==> src/rtl/io_arb_pkg.sv <==
// io_arb_pkg: state encoding, default IO widths and index helper shared by io_bus_arbiter.
package io_arb_pkg;

    typedef enum logic [1:0] {
        IDLE     = 2'd0,
        ISSUE    = 2'd1,
        COMPLETE = 2'd2
    } arb_state_t;

    localparam int IO_ADDR_W = 16;
    localparam int IO_DATA_W = 16;

    // Callers size-extend their one-hot vector to 8 bits (NUM_REQ never exceeds 8).
    function automatic logic [2:0] onehot_to_idx(input logic [7:0] onehot);
        logic [2:0] idx;
        idx = '0;
        for (int i = 0; i < 8; i++) begin
            if (onehot[i]) idx = idx | 3'(i);
        end
        return idx;
    endfunction

endpackage

==> src/rtl/rr_picker.sv <==
// rr_picker: combinational round-robin winner search starting after 'last', with a mask vector.
// With IO_ARB_CPU_PRIO_EN defined, requester 0 overrides and the rotation covers only 1..N-1.
module rr_picker
    import io_arb_pkg::*;
#(
    parameter int N  = 4,
    parameter int IW = 2
) (
    input  logic [N-1:0]  req,
    input  logic [N-1:0]  mask,
    input  logic [IW-1:0] last,
    output logic          found,
    output logic [IW-1:0] winner
);

    logic [N-1:0] elig;
    logic [N-1:0] rr_elig;
    logic [N-1:0] grant;

    assign elig = req & ~mask;

`ifdef IO_ARB_CPU_PRIO_EN
    assign rr_elig = elig & ~N'(1);
`else
    assign rr_elig = elig;
`endif

    // Walk from farthest to nearest so the closest eligible index after 'last' wins.
    always_comb begin
        int j;
        grant = '0;
        j     = 0;
        for (int k = N; k >= 1; k--) begin
            j = int'(last) + k;
            if (j >= N) j = j - N;
            if (rr_elig[j]) grant = N'(1) << j;
        end
`ifdef IO_ARB_CPU_PRIO_EN
        if (elig[0]) grant = N'(1);
`endif
    end

    assign found  = |grant;
    assign winner = IW'(onehot_to_idx(8'(grant)));

endmodule

==> src/rtl/io_bus_arbiter.sv <==
// io_bus_arbiter: shares one IO port between NUM_REQ masters (0 = CPU) with round-robin grants.
// Handshake: a master holds req with stable we/addr/wdata until its one-cycle ack; build option IO_ARB_CPU_PRIO_EN.
module io_bus_arbiter
    import io_arb_pkg::*;
#(
    parameter int NUM_REQ = 4,
    parameter int ADDR_W  = IO_ADDR_W,
    parameter int DATA_W  = IO_DATA_W
) (
    input  logic                      clk,
    input  logic                      async_rst_n,
    input  logic [NUM_REQ-1:0]        req,
    input  logic [NUM_REQ-1:0]        we,
    input  logic [NUM_REQ*ADDR_W-1:0] addr,
    input  logic [NUM_REQ*DATA_W-1:0] wdata,
    output logic [NUM_REQ-1:0]        ack,
    output logic [DATA_W-1:0]         rdata,
    output logic [ADDR_W-1:0]         io_addr,
    output logic [DATA_W-1:0]         io_data,
    output logic                      io_write,
    input  logic [DATA_W-1:0]         io_data_out,
    output arb_state_t                fsm_state
);

    localparam int IDX_W = $clog2(NUM_REQ);

    arb_state_t         state_q;
    arb_state_t         state_d;
    logic [IDX_W-1:0]   idx_q;
    logic [IDX_W-1:0]   last_q;
    logic               cmd_we_q;
    logic [NUM_REQ-1:0] pick_mask;
    logic               found;
    logic [IDX_W-1:0]   winner;
    logic               grant;
    logic               last_load;

    logic [ADDR_W-1:0] addr_arr  [NUM_REQ];
    logic [DATA_W-1:0] wdata_arr [NUM_REQ];

    for (genvar i = 0; i < NUM_REQ; i++) begin : g_unpack
        assign addr_arr[i]  = addr[i*ADDR_W +: ADDR_W];
        assign wdata_arr[i] = wdata[i*DATA_W +: DATA_W];
    end

    rr_picker #(
        .N  (NUM_REQ),
        .IW (IDX_W)
    ) u_picker (
        .req    (req),
        .mask   (pick_mask),
        .last   (last_q),
        .found  (found),
        .winner (winner)
    );

    always_ff @(posedge clk or negedge async_rst_n) begin
        if (!async_rst_n) state_q <= IDLE;
        else              state_q <= state_d;
    end

    // The master being acked is masked so a held req cannot win twice in a row.
    always_comb begin
        state_d   = state_q;
        pick_mask = '0;
        grant     = 1'b0;
        case (state_q)
            IDLE: begin
                if (found) begin
                    grant   = 1'b1;
                    state_d = ISSUE;
                end
            end
            ISSUE: state_d = COMPLETE;
            COMPLETE: begin
                pick_mask = NUM_REQ'(1) << idx_q;
                if (found) begin
                    grant   = 1'b1;
                    state_d = ISSUE;
                end else begin
                    state_d = IDLE;
                end
            end
            default: state_d = IDLE;
        endcase
    end

`ifdef IO_ARB_CPU_PRIO_EN
    assign last_load = grant && (winner != '0);
`else
    assign last_load = grant;
`endif

    // IO port registers double as the latched command; they load on the grant edge.
    always_ff @(posedge clk or negedge async_rst_n) begin
        if (!async_rst_n) begin
            idx_q    <= '0;
            last_q   <= IDX_W'(NUM_REQ - 1);
            cmd_we_q <= 1'b0;
            ack      <= '0;
            rdata    <= '0;
            io_addr  <= '0;
            io_data  <= '0;
            io_write <= 1'b0;
        end else begin
            ack      <= '0;
            io_write <= 1'b0;
            if (grant) begin
                idx_q    <= winner;
                cmd_we_q <= we[winner];
                io_addr  <= addr_arr[winner];
                io_data  <= wdata_arr[winner];
                io_write <= we[winner];
            end
            if (last_load) last_q <= winner;
            if (state_q == ISSUE) begin
                ack <= NUM_REQ'(1) << idx_q;
                if (!cmd_we_q) rdata <= io_data_out;
            end
        end
    end

    assign fsm_state = state_q;

endmodule

==> config.mk <==
export PLATFORM = sky130hd
export DESIGN_NAME = io_bus_arbiter
export DESIGN_NICKNAME = d
export VERILOG_FILES = /design/src/rtl/io_arb_pkg.sv /design/src/rtl/rr_picker.sv /design/src/rtl/io_bus_arbiter.sv
export SDC_FILE = /design/constraint.sdc
export NUM_CORES = 1
export LEC_CHECK = 0
export ABC_AREA = 1
export CORE_UTILIZATION = 43
export CTS_BUF_LIST = sky130_fd_sc_hd__clkbuf_2 sky130_fd_sc_hd__clkbuf_4 sky130_fd_sc_hd__clkbuf_8
export DETAILED_ROUTE_END_ITERATION = 12
export PLACE_DENSITY = 0.82
export REMOVE_ABC_BUFFERS = 1
export SLEW_MARGIN = 20
export SYNTH_ARGS = -nofsm -noshare
export SYNTH_HDL_FRONTEND = slang
export SYNTH_SLANG_ARGS = --single-unit
export TNS_END_PERCENT = 20
==> constraint.sdc <==
create_clock -name clk -period 3.1 [get_ports clk]
set_input_delay 0.93 -clock clk [delete_from_list [all_inputs] [get_ports clk]]
set_output_delay 0.93 -clock clk [all_outputs]
set_load 0.005 [all_outputs]
# Word level (Yosys, flattened, before mapping)
# Cells that the tools add are included.
totals:
  wordCells: 82
  regBits: 60
  in_bits: 154
  output_inout_bits: 55
classes:
  mux: 39
  reduce_logical: 4
  add_sub_neg: 8
  shift: 5
  eq_ne: 3
  magnitude_cmp: 10
  n_bitwise: 4
ops:
  columns: ["cell", "n"]
  rows:
  - ["greater-or-equal comparator 32 x 4 -> 1 bit (second input constant)", 4]
  - ["less-than comparator 32 x 4 -> 1 bit (second input constant)", 4]
  - ["2-to-1 mux 32 bit", 4]
  - ["<< shifter 1 x 32 -> 4 bit (first input constant)", 4]
  - ["subtractor 32 x 4 -> 32 bit (second input constant)", 4]
  - ["binary-select mux 16 bit (select 2 bit)", 2]
  - ["2-to-1 mux 16 bit", 4]
  - ["2-to-1 mux 4 bit", 6]
  - ["2-to-1 mux 1 bit", 14]
  - ["binary-select mux 1 bit (select 2 bit)", 5]
  - ["adder 2 x 2 -> 3 bit (second input constant)", 2]
  - ["2-to-1 mux 2 bit", 3]
  - ["case mux 2 bit (3 select lines)", 1]
  - ["adder 2 x 3 -> 4 bit (second input constant)", 1]
  - ["AND 4 bit", 1]
  - ["inverter 4 bit", 1]
  - ["OR reduction 4 bit", 1]
  - ["<< shifter 1 x 2 -> 4 bit (first input constant)", 1]
  - ["adder 2 x 1 -> 3 bit (second input constant)", 1]
  - ["greater-or-equal comparator 3 bit (second input constant)", 1]
  - ["less-than comparator 2 x 3 -> 1 bit (second input constant)", 1]
  - ["inverter 2 -> 3 bit", 1]
  - ["equality test 2 x 1 -> 1 bit (second input constant)", 1]
  - ["equality test 2 bit (second input constant)", 1]
  - ["other kinds (5)", 5]

# Longest topological paths before layout
depth:
  ltp_word: 18
  depth_mapped: 18
  ltp_nobuf: 17

# Hierarchy
# From an unflattened synthesis, not the netlist that was laid out.
hier_totals:
  hier_cells: 710
  area_unflattened_um2: 4307.9
modules_own_cells:
  columns: ["mod", "seq_area_each_um2", "area_each_um2", "n_inst", "cells_per_inst"]
  rows:
  - ["io_bus_arbiter", 1503.9, 3868.7, 1, 632]
  - ["rr_picker", 0.0, 439.2, 1, 78]

# Worst setup path before layout
# No wires, ideal clock.
synth_path:
  path_kind: "reg-to-reg"
  startpoint: "register last_q[0]"
  endpoint: "register io_addr[12]"
  setup_time_ns: 0.116
  path_stages_with_launch: 16
  path_buffers: 2
  t_arrival_ns: 2.274
  required_ns: 2.984
  setup_slack_ns: 0.710
  path_cell_list: "dfstp_2 inv_1 ha_1 inv_1 nand3_1 nand2_1 nand3_1 nand3_1 a21oi_2 buf_4 buf_4 nand3_1 nand3_1 nand2_1 nand2_1 nand2_1"
synth_via:
  elab_chain_cells: 17
  word_cells_on_any_way: 46
  cone_classes: "add/sub: 8; order compare: 4; shift: 4; mux: 28; bitwise: 1; reduce/logical: 1"
synth_lines:
  columns: ["element", "line_no", "text"]
  rows:
  - ["from (decl)", "io_bus_arbiter.sv:30", "logic [IDX_W-1:0] last_q;"]
  - ["from (signal assigned)", "io_bus_arbiter.sv:98", "last_q <= IDX_W'(NUM_REQ - 1);"]
  - ["from (signal assigned)", "io_bus_arbiter.sv:115", "if (last_load) last_q <= winner;"]
  - ["adder 2 x 3 -> 4 bit", "rr_picker.sv:34", "j = int'(last) + k;"]
  - ["subtractor 32 x 4 -> 32 bit / greater-or-equal comparator 32 x 4 -> 1 bit (equally long branches)", "rr_picker.sv:35", "if (j >= N) j = j - N;"]
  - ["2-to-1 mux 32 bit", "rr_picker.sv:35", null]
  - ["binary-select mux 1 bit (select 2 bit)", "rr_picker.sv:36", "if (rr_elig[j]) grant = N'(1) << j;"]
  - ["2-to-1 mux 1 bit (not written as such) (2 in series)", "rr_picker.sv:36", null]
  - ["2-to-1 mux 4 bit (3 in series)", "rr_picker.sv:36", null]
  - ["2-to-1 mux 4 bit (*)", "rr_picker.sv:36", null]
  - ["2-to-1 mux 1 bit", "io_arb_pkg.sv:18", "if (onehot[i]) idx = idx | 3'(i);"]
  - ["2-to-1 mux 2 bit (2 in series)", "io_arb_pkg.sv:18", null]
  - ["inverter 2 -> 3 bit (not written as such)", "io_bus_arbiter.sv:111", "io_addr <= addr_arr[winner];"]
  - ["binary-select mux 16 bit (select 2 bit)", "io_bus_arbiter.sv:111", null]
  - ["2-to-1 mux 16 bit (not written as such) (2 in series)", "io_bus_arbiter.sv:111", null]
  - ["to (signal assigned)", "io_bus_arbiter.sv:111", null]
  - ["to (decl)", "io_bus_arbiter.sv:18", "output logic [ADDR_W-1:0] io_addr,"]
# Mark *: on every way between the ends. The rest lies on a longest branch, timed or not. The select of a mux whose other input is x is not followed.
# A chain may end at the register's enable or synchronous reset.

# Worst setup path after layout
layout_path:
  startpoint: "input req[3]"
  endpoint: "register io_addr[11]"
layout_via:
  elab_chain_cells: 15
  word_cells_on_any_way: 27
  cone_classes: "mux: 24; bitwise: 2; reduce/logical: 1"
layout_lines:
  columns: ["element", "line_no", "text"]
  rows:
  - ["from (decl)", "io_bus_arbiter.sv:12", "input logic [NUM_REQ-1:0] req,"]
  - ["AND 4 bit (*)", "rr_picker.sv:20", "assign elig = req & ~mask;"]
  - ["binary-select mux 1 bit (select 2 bit)", "rr_picker.sv:36", null]
  - ["2-to-1 mux 1 bit (not written as such) (2 in series)", "rr_picker.sv:36", null]
  - ["2-to-1 mux 4 bit (3 in series)", "rr_picker.sv:36", null]
  - ["2-to-1 mux 4 bit (*)", "rr_picker.sv:36", null]
  - ["2-to-1 mux 1 bit", "io_arb_pkg.sv:18", null]
  - ["2-to-1 mux 2 bit (2 in series)", "io_arb_pkg.sv:18", null]
  - ["inverter 2 -> 3 bit (not written as such)", "io_bus_arbiter.sv:111", null]
  - ["binary-select mux 16 bit (select 2 bit)", "io_bus_arbiter.sv:111", null]
  - ["2-to-1 mux 16 bit (not written as such) (2 in series)", "io_bus_arbiter.sv:111", null]
# Marks and branches as above.

==> impl_results.md <==
* Core Footprint at 9770 um2
* Hold Path Class: reg2reg
* Sequential share of the synthesized area at 0.345
* RSZ-0062 raised after global routing: false
* Syn-to-layout area delta at 54.6%
* Fin crit share at 0.916
* Count of cell types in the netlist at 24
* Reg2Reg Depth at 15
* Endpoints failing hold at 0
* Achievable frequency at 352 MHz
* Reg-to-Reg End: io_addr[11]
* Violation count after the first detailed-route iteration at between 150 and 200
* Largest cells by area after synthesis: dfrtp_1, nand2_1, nand3_1, inv_1, mux2_2
* Slew Viols, Final at 0
* Antenna Cells at 0
* CTS Buf Count at 9
* Nets at 1037
* # setup viols final at 0
* Register area at between 1500 and 2000 um2
* Via density at 4.85
* Post-DRT Antenna Nets at 0
* HPWL Detailed at 10.0 mm
* Slew of the pin with the lowest slew margin at 493 ps
* Cell area after synthesis at 4350 um2
* Cell with the most instances after synthesis: nand2_1
* Die ar. at 10500 um2
* Drt wl/cell at 12.8 um
* Vias post-DR at 4926
* Dpl cell area at 6510 um2
* CP Max Fanout at 26
* First-pass GRT wire length at 20.6 mm
* Final min period at 2840 ps
* Worst setup SP type: primary input
* # IOs at 209
* R2r startpoint: last_q[0]
* Worst Path Required at roughly 3300 ps
* CTS tree: done
* Total global-route track usage at 0.249
* Row count at 36
* Vias in the first global route at about 4700
* # DRC at 0
* Clock tree buffer depth at 2
* CP endpoint: io_addr[11]
* Port-buffer cells at between 200 and 250
* Most frequent cells after synthesis: nand2_1, nand3_1, inv_1
* Post-synthesis adder-cell area fraction at 0.0115
* Status: completed
* Largest family of logic cells by synthesized area: simple AND/OR/NAND/NOR gates
* Clk sinks at 60
* GRT overflow at 0
* Post-synthesis compound-gate area fraction at 0.0167
* Pre-antenna DRT Iters at 4
* Post-route cell area at 6730 um2
* Share of cells above drive strength 1 at 0.0736
* Area of the multi-input gates at roughly 2000 um2
* Setup bufs post-CTS at 0
* Synth Register Bits at 60
* Chip Width at 103 um
* Worst skew pair latency at 330 ps
* Placer Congestion at 0.797
* Critical Path AT at 3060 ps
* Initial antenna violation count at 0
* Max Cap Viol at 0
* Primary FF master, synth: dfrtp_1
* Flop-to-flop setup slack at around 290 ps
* Routed WL at between 10 and 15 mm
* Rel. slew slack at 0.671
* Starting Density at 0.445
* Syn_area_per_cell at 6.41 um2
* Multiplexer share of the synthesized area at 0.0414
* Die Y at about 100 um
* Final worst setup slack at 259 ps
* Htree depth at 3
* Number of synthesized flops with an enable pin at 0
* Crit path from: req[3]
* Post-synth ARST share at 1.00
* Filler Cells Inserted at 850
* Clock transition at path regs at ~70 ps
* Post-Synth Simple-Gate Area at 0.396
* Area leader, netlist: dfrtp_1
* Synthesized instance count at 679
* Crit path kind: in2reg
* Pre-CTS setup slack at -133 ps
* Worst Skew at 10.6 ps
* Largest net degree at the start of global routing at 41
* Root buf cell: clkbuf_8
* Yosys top cell area share at 0.333
* Setup TNS at 0 ps
* Post-Synth XOR/XNOR Area at 0
* Yosys Warn Count at 0
* Crit. End Element: flip-flop
flip-flops by register name (all words and copies together), names as in the netlist:
signal     cells
io_write       1
io_data       16
rdata         16
idx_q          2
io_addr       16
last_q         2
fsm_state      2
cmd_we_q       1
ack            4
critical path: stages:
cell,delay [ps]
clkdlybuf4s50_1,470
nand3_1,100
nand3_1,170
nand2_1,140
nand3_1,110
nand3_1,150
a21oi_4,190
buf_4,160
buf_6,210
nand3_1,140
nand3_1,110
nand2_1,70
nand2_1,60
nand2_1,50
cell families after synthesis:
group,after synthesis
simple gates,399
fa+ha+maj,4
compound gates,13
buf+inv,187
mux,16
flops,60
cells in the final DEF, fill, tap and decap left out, drive strengths merged:
master,count
a21oi,3
buf,18
bufinv,1
clkbuf,12
clkdlybuf4s50,207
clkinv,1
clkinvlp,2
dfrtp,58
dfstp,2
ha,4
inv,150
mux2,16
nand2,227
nand3,155
nor2,13
nor3,3
o21ai,10
or2,1
routing by layer:
layer | vias up | global-route usage | share of wire
met1 | 2255 | 0.277 | 0.38
li1 | 2448 | - | -
met5 | - | 0 | 0
met4 | 0 | 0.120 | 0.031
met2 | 191 | 0.458 | 0.51
met3 | 32 | 0.0441 | 0.072
worst min path at each step:
stage           startpoint     endpoint  slack [ps]  cells after the start
3_5_place_dp   io_data[14]  io_data[14]         460                      2
2_1_floorplan     cmd_we_q     cmd_we_q         440                      2
6_report       io_data[14]  io_data[14]         480                      2
5_1_grt         io_data[1]   io_data[1]         500                      2
3_3_place_gp    io_addr[5]   io_addr[5]         460                      2
4_1_cts        io_data[14]  io_data[14]         480                      2
per-stage QoR:
stage,hold WS (ps),utilization,cells
finish,478,0.689,1016
global route,498,0.689,1016
CTS,482,0.688,1016
detailed placement,464,0.666,1001
global placement,463,0.666,1001
floorplan,442,-,643
final cells by class:
class / instances / area share
inverter: 151 / 0.0846
multi-input combinational: 432 / 0.304
clock inverter: 3 / 0.00669
clock buffer: 12 / 0.0245
sequential: 60 / 0.223
timing repair buffer: 225 / 0.332
tap: 133 / 0.0247
timing repair:
| item | in CTS | in global routing |
|---|---|---|
| resized for setup | 0 | 4 |
| hold buffers | 0 | 0 |
| endpoints found under the setup margin | 0 | 36 |
Power is not shown: default switching activity piles up to over one toggle a cycle in this logic, so the estimate is an artifact.
